==> config.mk <==
export PLATFORM = sky130hd
export DESIGN_NAME = pipe_regfile_flat
export DESIGN_NICKNAME = d
export VERILOG_FILES = /design/src/rtl/pipe_regfile_pkg.sv /design/src/rtl/pipe_regfile_if.sv /design/src/rtl/pipe_regfile_scrub_fsm.sv /design/src/rtl/pipe_regfile.sv /design/src/flat_wrapper.sv
export SDC_FILE = /design/constraint.sdc
export NUM_CORES = 1
export LEC_CHECK = 0
export ABC_CLOCK_PERIOD_IN_PS = 3750
export BUFFER_PORTS_ARGS = -buffer_cell sky130_fd_sc_hd__buf_2
export CORE_UTILIZATION = 49
export CTS_CLUSTER_DIAMETER = 40
export CTS_CLUSTER_SIZE = 16
export DETAILED_ROUTE_END_ITERATION = 12
export GPL_TIMING_DRIVEN = 0
export SETUP_SLACK_MARGIN = 0.1
export SLEW_MARGIN = 10
export SYNTH_ARGS = -nofsm -noshare
export SYNTH_HDL_FRONTEND = slang
export SYNTH_HIERARCHICAL = 1
export SYNTH_SLANG_ARGS = --single-unit
==> constraint.sdc <==
create_clock -name clk -period 3.75 [get_ports clk]
set_clock_uncertainty 0.15 [all_clocks]
set_input_delay 0.1875 -clock clk [delete_from_list [all_inputs] [get_ports clk]]
set_output_delay 0.1875 -clock clk [all_outputs]
set_load 0.05 [all_outputs]
==> src/rtl/pipe_regfile_pkg.sv <==
// Shared constants and scrub FSM encoding for the pipelined register file.
// The ID and WB stages import the default widths from here.
package pipe_rf_pkg;

  localparam int DEF_DATA_W = 32;
  localparam int DEF_ADDR_W = 5;

  typedef enum logic {
    IDLE  = 1'b0,
    SCRUB = 1'b1
  } scrub_state_t;

endpackage

==> src/rtl/pipe_regfile_if.sv <==
// Register-file access bundle: WB write port, ID read ports, scrub control.
// The pipeline side is the master; the register file is the slave.
interface pipe_regfile_if #(
  parameter int DATA_W = pipe_rf_pkg::DEF_DATA_W,
  parameter int ADDR_W = pipe_rf_pkg::DEF_ADDR_W,
  parameter int NREAD  = 2
) ();

  logic                      we;
  logic [ADDR_W-1:0]         waddr;
  logic [DATA_W-1:0]         wdata;
  logic [NREAD*ADDR_W-1:0]   raddr;
  logic [NREAD*DATA_W-1:0]   rdata;
  logic                      clear_req;
  logic                      busy;

  modport master (
    output we, waddr, wdata, raddr, clear_req,
    input  rdata, busy
  );

  modport slave (
    input  we, waddr, wdata, raddr, clear_req,
    output rdata, busy
  );

endinterface

==> src/rtl/pipe_regfile_scrub_fsm.sv <==
// Sequential scrub controller: zeroes one register-file entry per clock,
// started by reset or by a clear request; busy is registered.
module rf_scrub_fsm
  import pipe_rf_pkg::*;
#(
  parameter int ADDR_W = DEF_ADDR_W
) (
  input  logic              clk,
  input  logic              rst,
  input  logic              clear_req,
  output logic              busy,
  output logic              scrub_we,
  output logic [ADDR_W-1:0] scrub_addr
);

  scrub_state_t      r_state;
  logic [ADDR_W-1:0] r_cnt;
  logic              r_busy;

  always_ff @(posedge clk) begin
    if (rst) begin
      r_state <= SCRUB;
      r_cnt   <= '0;
      r_busy  <= 1'b1;
    end else begin
      case (r_state)
        IDLE: begin
          if (clear_req) begin
            r_state <= SCRUB;
            r_cnt   <= '0;
            r_busy  <= 1'b1;
          end
        end
        SCRUB: begin
          // Terminal entry ends the pass; clear_req is ignored while scrubbing.
          if (r_cnt == '1) begin
            r_state <= IDLE;
            r_busy  <= 1'b0;
          end
          r_cnt <= r_cnt + 1'b1;
        end
        default: begin
          r_state <= IDLE;
          r_busy  <= 1'b0;
        end
      endcase
    end
  end

  assign busy       = r_busy;
  assign scrub_we   = r_busy;
  assign scrub_addr = r_cnt;

endmodule

==> src/rtl/pipe_regfile.sv <==
// Parametrised multi-read register file with write-through bypass,
// hard-wired zero register and sequential scrub on reset/clear.
module pipe_regfile
  import pipe_rf_pkg::*;
#(
  parameter int DATA_W  = DEF_DATA_W,
  parameter int ADDR_W  = DEF_ADDR_W,
  parameter int NREAD   = 2,
  parameter int BYPASS  = 1,
  parameter int ZERO_R0 = 1
) (
  input  logic           clk,
  input  logic           rst,
  pipe_regfile_if.slave  bus
);

  localparam int DEPTH = 1 << ADDR_W;

  logic [DATA_W-1:0] r_mem [DEPTH];

  logic              w_busy;
  logic              w_scrub_we;
  logic [ADDR_W-1:0] w_scrub_addr;
  logic              w_norm_we;
  logic              w_arr_we;
  logic [ADDR_W-1:0] w_arr_addr;
  logic [DATA_W-1:0] w_arr_data;

  rf_scrub_fsm #(
    .ADDR_W (ADDR_W)
  ) u_scrub (
    .clk        (clk),
    .rst        (rst),
    .clear_req  (bus.clear_req),
    .busy       (w_busy),
    .scrub_we   (w_scrub_we),
    .scrub_addr (w_scrub_addr)
  );

  // Normal writes are excluded while busy, so the two sources never collide.
  assign w_norm_we  = bus.we && !w_busy && ((bus.waddr != '0) || (ZERO_R0 == 0));
  assign w_arr_we   = w_scrub_we || w_norm_we;
  assign w_arr_addr = w_scrub_we ? w_scrub_addr : bus.waddr;
  assign w_arr_data = w_scrub_we ? '0 : bus.wdata;

  always_ff @(posedge clk) begin
    if (w_arr_we) begin
      r_mem[w_arr_addr] <= w_arr_data;
    end
  end

  assign bus.busy = w_busy;

  for (genvar k = 0; k < NREAD; k++) begin : g_rd
    logic [ADDR_W-1:0] w_ra;
    logic [DATA_W-1:0] w_rd;

    assign w_ra = bus.raddr[k*ADDR_W +: ADDR_W];

    always_comb begin
      w_rd = r_mem[w_ra];
      if (w_busy) begin
        w_rd = '0;
      end else if ((ZERO_R0 != 0) && (w_ra == '0)) begin
        w_rd = '0;
      end else if ((BYPASS != 0) && bus.we && (w_ra == bus.waddr)) begin
        w_rd = bus.wdata;
      end
    end

    assign bus.rdata[k*DATA_W +: DATA_W] = w_rd;
  end

endmodule

==> src/flat_wrapper.sv <==
// flat-port wrapper written by rule: the top's interface ports become plain ports
module pipe_regfile_flat import pipe_rf_pkg::*;
#(
  parameter int DATA_W  = DEF_DATA_W,
  parameter int ADDR_W  = DEF_ADDR_W,
  parameter int NREAD   = 2,
  parameter int BYPASS  = 1,
  parameter int ZERO_R0 = 1
)
  (clk, rst, bus_we, bus_waddr, bus_wdata, bus_raddr, bus_clear_req, bus_rdata, bus_busy);
  pipe_regfile_if #(.DATA_W(DATA_W), .ADDR_W(ADDR_W), .NREAD(NREAD)) bus_i ();
  input  logic clk;
  input  logic rst;
  input wire logic [$bits(bus_i.we)-1:0] bus_we;
  input wire logic [$bits(bus_i.waddr)-1:0] bus_waddr;
  input wire logic [$bits(bus_i.wdata)-1:0] bus_wdata;
  input wire logic [$bits(bus_i.raddr)-1:0] bus_raddr;
  input wire logic [$bits(bus_i.clear_req)-1:0] bus_clear_req;
  output wire logic [$bits(bus_i.rdata)-1:0] bus_rdata;
  output wire logic [$bits(bus_i.busy)-1:0] bus_busy;
  assign bus_i.we = bus_we;
  assign bus_i.waddr = bus_waddr;
  assign bus_i.wdata = bus_wdata;
  assign bus_i.raddr = bus_raddr;
  assign bus_i.clear_req = bus_clear_req;
  assign bus_rdata = bus_i.rdata;
  assign bus_busy = bus_i.busy;
  pipe_regfile #(.DATA_W(DATA_W), .ADDR_W(ADDR_W), .NREAD(NREAD), .BYPASS(BYPASS), .ZERO_R0(ZERO_R0)) u_core (.clk(clk), .rst(rst), .bus(bus_i));
endmodule
## After elaboration in Yosys (flattened, before gate mapping)

Memory sizes are Yosys's and may differ from the RTL's.
Index checks and enable logic that the tools add are counted.
Widths: inputs -> output; s select.

- $add $sub $neg: 1
- Multipliers: 0
- Div/mod/pow operators: 0
- Order comparisons: 0
- Eq/ne operators: 5
- Shift operators: 0
- Mux-type cells: 18
- Bitwise logic cells: 1
- Reductions and logical operators: 10

Operators by type and width:

| kind | count |
|---|---|
| $mux 32 | 7 |
| $eq 5x5->1 | 2 |
| $logic_not 5->1 | 2 |
| $mux 5 | 2 |
| $pmux 5 s2 | 1 |
| $mux 1 | 6 |
| $add 5x1->5 const B | 1 |
| $eq 5x5->1 const B | 1 |
| $reduce_bool 5->1 | 1 |
| $logic_and 1x1->1 | 4 |
| $pmux 1 s2 | 2 |
| $ne 2x1->1 const B | 1 |
| $ne 2x2->1 const B | 1 |
| $reduce_and 2->1 | 1 |
| $logic_not 1->1 | 1 |
| $logic_or 1x1->1 | 1 |
| $not 1->1 | 1 |

- Bits in registers: 7
- Latch bits: 0
- RAM bits: 1024
- Memory bits (read-only): 0
- Word-level logic and storage cells: 39
- Memories kept: 1

Memory list:

| memory | words | bits a word | read ports | clocked after memory_dff | write ports | RTL line | text |
|---|---|---|---|---|---|---|---|
| u_core.r_mem | 32 | 32 | 2 | 0 | 1 | pipe_regfile.sv:19 | `logic [DATA_W-1:0] r_mem [DEPTH];` |

## Depth between registers and ports, before layout

Gate-level depths: netlist (run 1).

- Depth after elaboration: 6
- Gate-level depth with buffers: 9
- Depth with buffers taken out: 6

## By module

Netlist (run 1), hierarchy kept.

Modules (own cells, without submodules):

| module | instances | cells an instance | area each (sq um) | seq. area each (sq um) |
|---|---|---|---|---|
| pipe_regfile | 1 | 2492 | 48275.0 | 30749.5 |
| rf_scrub_fsm | 1 | 37 | 332.8 | 140.1 |

## Worst setup path before layout (run 1)

OpenSTA, ideal clock, no wires.

- Path type: reg2reg
- Start: reg u_core.u_scrub.r_busy, in the netlist u_core/u_scrub/busy
- End: mem u_core/r_mem[24][0] in the netlist's numbering, enable pin
- Library setup time: 0.421 ns
- Arrival: 3.247 ns
- Slack: -0.068 ns
- Stages on the path, launching flop included: 6
- Path buffers: 2
- Period minus slack after synthesis: 3.818 ns
- Cells stage by stage: dfxtp_1 -> buf_4 -> clkbuf_1 -> mux2_2 -> or3_1 -> nor2_1

- Longest elaborated chain between the ends: 6
- Elaborated cells on any way between the ends: 7
- Those cells by class: mux (3); reduce/logical (4)

Ends and longest elaborated chain:

| what | RTL line | text |
|---|---|---|
| start: declaration | pipe_regfile_scrub_fsm.sv:18 | `logic r_busy;` |
| start signal: assignment | pipe_regfile_scrub_fsm.sv:24 | `r_busy <= 1'b1;` |
| start signal: assignment | pipe_regfile_scrub_fsm.sv:31 | `r_busy <= 1'b1;` |
| start signal: assignment | pipe_regfile_scrub_fsm.sv:38 | `r_busy <= 1'b0;` |
| $logic_not 1->1 | pipe_regfile.sv:41 | `assign w_norm_we = bus.we && !w_busy && ((bus.waddr != '0) \|\| (ZERO_R0 == 0));` |
| $logic_and 1x1->1 (2 in series) | pipe_regfile.sv:41 |  |
| $logic_or 1x1->1 | pipe_regfile.sv:42 | `assign w_arr_we = w_scrub_we \|\| w_norm_we;` |
| $mux 1 | pipe_regfile.sv:47 | `if (w_arr_we) begin` |
| $mux 1 (implied by the code) | pipe_regfile.sv:48 | `r_mem[w_arr_addr] <= w_arr_data;` |
| end: declaration | pipe_regfile.sv:19 |  |

Parallel ways exist; a longest one is shown, timed or not.

## Worst setup path in the final report (run 1)

- Start: reg u_core.u_scrub.r_busy, in the netlist u_core/u_scrub/busy
- End: mem u_core/r_mem[26][4] in the netlist's numbering, enable pin

Same word-level chain as after synthesis.

==> metrics.cfg, run 1 <==
[pwr]
ir_drop_mv = 0.5061
leakagePower_nw = 19.62
total_power_mw = 28.76
powerDensity_nw_per_um2 = 493.2

[timing]
worst_pin_slew_ns = 1.319
drv_slew = 0
setup_violations = 305
rsz0062_at_grt = true
timing.final.crit_share_pct = 104.9
max_slew_margin_pct = 12.05
final_hold_viol_count = 0
fin_ws_ns = -0.1846
min_period_ns = 3.935
max_freq_mhz = 254.2
fin_hold_ws_ns = 0.1242

[cells_and_area]
stdcell_count = 4307
area_growth_pct = 19.95
drive_gt1_share_pct = 36.79
final_nets = 2955
antenna_cells = 0

[cts]
insertion_delay_ns = 0.75
path_clk_slew_ns = 0.05
cts_num_sinks = 1031
cts_tree = yes
htreeDepth = 4
cts_buffers = 143
cts.path.max_buffers = 3
cts_root_buffer = clkbuf_16

[logic_synthesis]
syn_avg_cell_area_um2 = 19.22
seq_area_frac_synth_pct = 63.55
synth-main-ff-cell = edfxtp_1
yosys_warnings = 6
syn_area_um2 = 48610
synth_seq_cells = 1031
postSynthCellCount = 2529
synth_edf_count = 1024
yosysUniqueCellTypes = 52
synthesis.nets = 2583
async_flop_share_pct = 0

[die]
initial_utilization_pct = 49.46
coreArea_um2 = 98280
chipWidth_um = 317.0
dieArea_um2 = 100500
die_y_um = 317.0
io_pins = 116
std_cell_rows = 115

[critical_path]
crit_chain = buf_4 -> clkbuf_1 -> clkbuf_1 -> nor2_1 -> nand2_1 -> nor2_1 -> a32oi_2 -> nor2_4 -> buf_16 -> buf_16
crit_arrival_ns = 4.27
cp_max_fo = 14
path_buf_inv = 5
slowest_stage = a32oi_2
r2r_cells = 10
cp_top_family = buffers and inverters
crit_cells = 10
slowest_delay_ns = 1.02
endpoint_kind = flip-flop
cp.required_ns = 4.09
worstSetupStartpointType = flip-flop
path_class = reg2reg

[global_route]
grtUsageTotal_pct = 32.20
overflow = 0
grt_pass1_vias = 30087
grt_start_max_net_pins = 33
grt_first_pass_wirelength_um = 224000
antenna_found_initial = 3

[route]
vias = 29865
via_per_inst = 6.934
post_drt_wl_per_cell_um = 37.13
firstDrtPassIters = 5
drcViolationCount = 0
antenna_left = 0
drtIter0Drc = 4188
drt_wl_total_um = 159900

[flow_run]
max_cap_violations = 0

[outcome]
violations = negative setup slack
status = complete, but fails checks

[min_path]
hold_depth = 3
min_path_type = in2reg

[place]
place_hpwl_um = 116100
io_buffers = 108
pre_cts_slack_ns = -0.3382
gp_routability_congestion = 0.9395
dp.cells = 4005

## area by class of cell
| type | instances | area, µm² |
|---|---|---|
| Sequential cell | 1031 | 30890 |
| Multi-Input combinational cell | 1283 | 16900 |
| Inverter | 9 | 33.78 |
| Fill cell | 7118 | 39970 |
| Buffer | 206 | 1260 |
| Tap cell | 1287 | 1610 |
| Clock inverter | 105 | 1242 |
| Timing Repair Buffer | 227 | 2671 |
| Clock buffer | 159 | 3702 |
## worst min-delay path, stage by stage
cell           delay, ns
dlygate4sd3_1       0.53
buf_2               0.19
nor2_1              0.06
## repair_timing
action                     in CTS  in global routing
gates resized for setup         8                 21
buffers inserted                0                  3
setup endpoints to repair     315                641
hold endpoints to repair      531                  0
pin swaps                       0                  2
hold buffers                   35                  0
## cell usage in the layout (no fill, tap or decap), drive strengths merged, types with 12 or more instances in the layout
cell	synthesis	final
edfxtp	1024	1024
mux4	449	449
buf	132	324
clkbuf	74	232
mux2i	229	229
nor2	139	139
a221oi	93	93
o22ai	64	64
clkinv	0	55
a21oi	43	43
nor2b	36	36
dlygate4sd3	0	35
o21ai	33	33
a22oi	31	31
a221o	31	31
a2111oi	31	31
a22o	30	30
inv	9	28
nand2	24	24
bufinv	0	19
clkinvlp	0	12
## worst paths after layout
check,start,to,slack (ns)
worst max-delay path,u_core/u_scrub/busy,u_core/r_mem[26][4],-0.18
worst min-delay path,rst,u_core/u_scrub/scrub_addr[1],0.12
worst max register to register,u_core/u_scrub/busy,u_core/r_mem[26][4],-0.18
worst min register to register,u_core/u_scrub/scrub_addr[3],u_core/u_scrub/scrub_addr[3],0.41
## cell usage after synthesis, types with 7 or more instances
cell	instances	area, µm²
a2111oi_1	11	110.1
a2111oi_2	20	300.3
a21oi_1	43	215.2
a221o_1	31	310.3
a221oi_1	93	814.5
a22o_1	30	262.8
a22oi_1	31	232.7
buf_1	7	26.28
buf_2	51	255.2
buf_4	46	345.3
buf_6	26	292.8
clkbuf_1	73	274.0
dfxtp_1	7	140.1
edfxtp_1	1024	30750
inv_1	7	26.28
mux2i_1	229	2292
mux4_2	449	10110
nand2_1	24	90.09
nor2_1	138	518.0
nor2b_1	36	225.2
o21ai_0	33	165.2
o22ai_1	64	400.4
xnor2_1	7	61.31
## through the flow
stage	area, µm²	setup TNS (ns)	util (%)
3_5_place_dp	52840	-1.067	53.76
5_1_grt	58300	-43.83	59.33
2_1_floorplan	48630	-7.803	-
6_report	58300	-20.21	59.33
3_3_place_gp	50780	-1539.85	51.67
4_1_cts	58160	-1.094	59.18
## state kept, by name, summed over array words and instances, names as in the netlist
signal / flops
u_core/r_mem: 1024
u_core/u_scrub/busy: 1
u_core/u_scrub/scrub_addr: 5
u_core/u_scrub/r_state: 1
## layer usage
| metal | vias to the layer above | GRT usage, % | share of wire (%) |
|---|---|---|---|
| li1 | 11808 | - | - |
| met1 | 15877 | 42.83 | 38 |
| met2 | 1864 | 52.18 | 49 |
| met3 | 312 | 7.969 | 10 |
| met4 | 4 | 10.76 | 3.2 |
| met5 | - | 0 | 0.018 |
## report_power, final
group          internal [mW]  switching (mW)  leakage (nW)  total [mW]
sequential              12.6          0.0528          9.60        12.7
combinational          0.894            1.30          7.63        2.19
clock                   8.55            5.34          2.38        13.9
total                   22.1            6.69          19.6        28.8
## kinds of logic (layout without fill, tap and decap cells)
logic type / Yosys count / after routing / synth area share (%)
adders and majority gates: 3 / 3 / 0.07723
DFF: 1031 / 1031 / 63.55
buffers and inverters: 215 / 706 / 2.623
muxes: 679 / 679 / 25.54
and+or+nand+nor: 224 / 224 / 2.057
AOI/OAI and AO/OA: 367 / 367 / 5.972
xor gates and xnor gates: 10 / 10 / 0.1802
Note: power is estimated with default switching activity, not from simulation.
==> inputs of run 2 (changes only) <==
--- a/config.mk
+++ b/config.mk
@@ -14,4 +14,5 @@
 export GPL_TIMING_DRIVEN = 0
+export REMOVE_ABC_BUFFERS = 1
 export SETUP_SLACK_MARGIN = 0.1
-export SLEW_MARGIN = 10
+export SLEW_MARGIN = 20
 export SYNTH_ARGS = -nofsm -noshare
==> constraint.sdc (replaced) <==
create_clock -name clk -period 3.75 [get_ports clk]
set_clock_uncertainty 0.15 [all_clocks]
set_input_delay 0 -clock clk [delete_from_list [all_inputs] [get_ports clk]]
set_output_delay 0 -clock clk [all_outputs]
set_load 0.05 [all_outputs]
==> metrics.cfg, run 2 (synthesis results as in run 1) <==
[outcome]
status = completed

[timing]
final_hold_viol_count = 0
fin_hold_ws_ns = 0.1321
timing.final.crit_share_pct = 99.62
max_freq_mhz = 267.7
rsz0062_at_grt = true
drv_slew = 0
worst_pin_slew_ns = 1.202
min_period_ns = 3.736
max_slew_margin_pct = 19.86
final.setup.tns_ns = 0
setup_violations = 0

[cells_and_area]
antenna_cells = 0
top_register = u_core/r_mem
drive_gt1_share_pct = 38.14
stdcell_count = 4218
final_cell_mix = edfxtp_1 (1024), mux4_2 (449), mux2i_1 (228), clkbuf_16 (149), buf_2 (114)
final_nets = 2875
final_common_cell = edfxtp_1
area_growth_pct = 21.64
largest_reg_flops = 1024

[critical_path]
cp.required_ns = 4.01
crit_top_cell = buf_12
r2r-start = u_core/u_scrub/busy
cp_top_family = simple AND/OR/NAND/NOR gates
endpoint_kind = flip-flop
path_buf_inv = 2
path_class = reg2reg
crit_start = u_core/u_scrub/busy
crit_arrival_ns = 4.00
slowest_stage = dfxtp_4
cp_max_fo = 24
crit_chain = buf_12 -> mux2i_1 -> nand2_1 -> nor2_4 -> buf_12
worstSetupStartpointType = flip-flop
slowest_delay_ns = 0.73

[global_route]
grtUsageTotal_pct = 31.01
antenna_found_initial = 0
grt_first_pass_wirelength_um = 216200
overflow = 0
grt_pass1_vias = 30081
grt_start_max_net_pins = 71

[die]
chipWidth_um = 317.0
std_cell_rows = 115
initial_utilization_pct = 49.46
coreArea_um2 = 98280
dieArea_um2 = 100500
die_y_um = 317.0
io_pins = 116

[min_path]
hold_start = bus_clear_req
min_path_type = in2reg

[place]
dp.cells = 3887
place_hpwl_um = 97550
io_buffers = 115
gp_routability_congestion = 0.7499

[cts]
path_clk_slew_ns = 0.06
cts_num_sinks = 1031
htreeDepth = 4
cts_root_buffer = clkbuf_16
cts_buffers = 140
insertion_delay_ns = 0.73
cts_tree = yes
cts.path.max_buffers = 3

[route]
post_drt_wl_per_cell_um = 36.70
drcViolationCount = 0
firstDrtPassIters = 7
drtIter0Drc = 4031
via_per_inst = 6.917
drt_wl_total_um = 154800
vias = 29176
antenna_left = 0

[pwr]
leakagePower_nw = 19.89
ir_drop_mv = 0.4200
powerDensity_nw_per_um2 = 480.3
total_power_mw = 28.40

[flow_run]
max_cap_violations = 0

run 2: cell types whose count changed in the layout (fill, tap and decap cells not counted), sizes merged, moves of 2 or more:
cell / before / now
inv: 28 / 32
clkinvlp: 12 / 15
clkbuf: 232 / 162
bufbuf: 0 / 4
clkinv: 55 / 37
bufinv: 19 / 17
buf: 324 / 313
run 2: worst paths after layout:
check                                       to  slack [ns]  cells after the start
setup / recovery           u_core/r_mem[17][5]        0.01                      5
hold / removal    u_core/u_scrub/scrub_addr[1]        0.13                      5
setup reg to reg           u_core/r_mem[17][5]        0.01                      5
hold reg to reg   u_core/u_scrub/scrub_addr[3]        0.42                      2
run 2: worst reg2reg max path: cells and delay by family (launching register included):
| family | cells | cell delay (ns) |
|---|---|---|
| AND/OR/NAND/NOR | 2 | 1.21 |
| buffers and inverters | 2 | 0.60 |
| multiplexers | 1 | 0.70 |
| flip-flops | 1 | 0.73 |
run 2: final cells by class:
class	count	area (µm²)
Multi-Input combinational cell	1284	17090
Inverter	9	41.29
Fill cell	6861	39150
Clock buffer	160	3759
Tap cell	1287	1610
Sequential cell	1031	30890
Timing Repair Buffer	355	4688
Clock inverter	92	1045
run 2: per-stage QoR:
stage | util (%) | area [µm²] | worst slack (ns)
6_report | 60.16 | 59130 | 0.01413
2_1_floorplan | - | 47370 | -2.182
4_1_cts | 59.78 | 58750 | 0.1200
3_3_place_gp | 50.42 | 49550 | -19.79
3_5_place_dp | 54.11 | 53180 | -1.098
5_1_grt | 60.16 | 59130 | 0.04470
run 2: where the power goes:
group	internal (mW)	switching [mW]
clock network	8.44	5.12
logic	0.987	1.17
registers	12.6	0.0530
run 2: metal layers:
layer  global-route usage, %  wire [µm]  vias to the layer above
met5                       0          0                        -
met4                   14.35       7202                        0
met3                   6.326      13430                      392
met2                   51.79      77810                     1717
met1                   39.08      56350                    15433
li1                        -          -                    11634
run 2: repair_timing:
| action | in CTS | in global routing |
|---|---|---|
| hold buffers | 36 | 0 |
| hold endpoints to repair | 1031 | 0 |
| resized for setup | 22 | 4 |
| setup endpoints to repair | 65 | 187 |
| gates cloned | 5 | 1 |
| pin swaps | 4 | 10 |
| setup buffers | 9 | 27 |
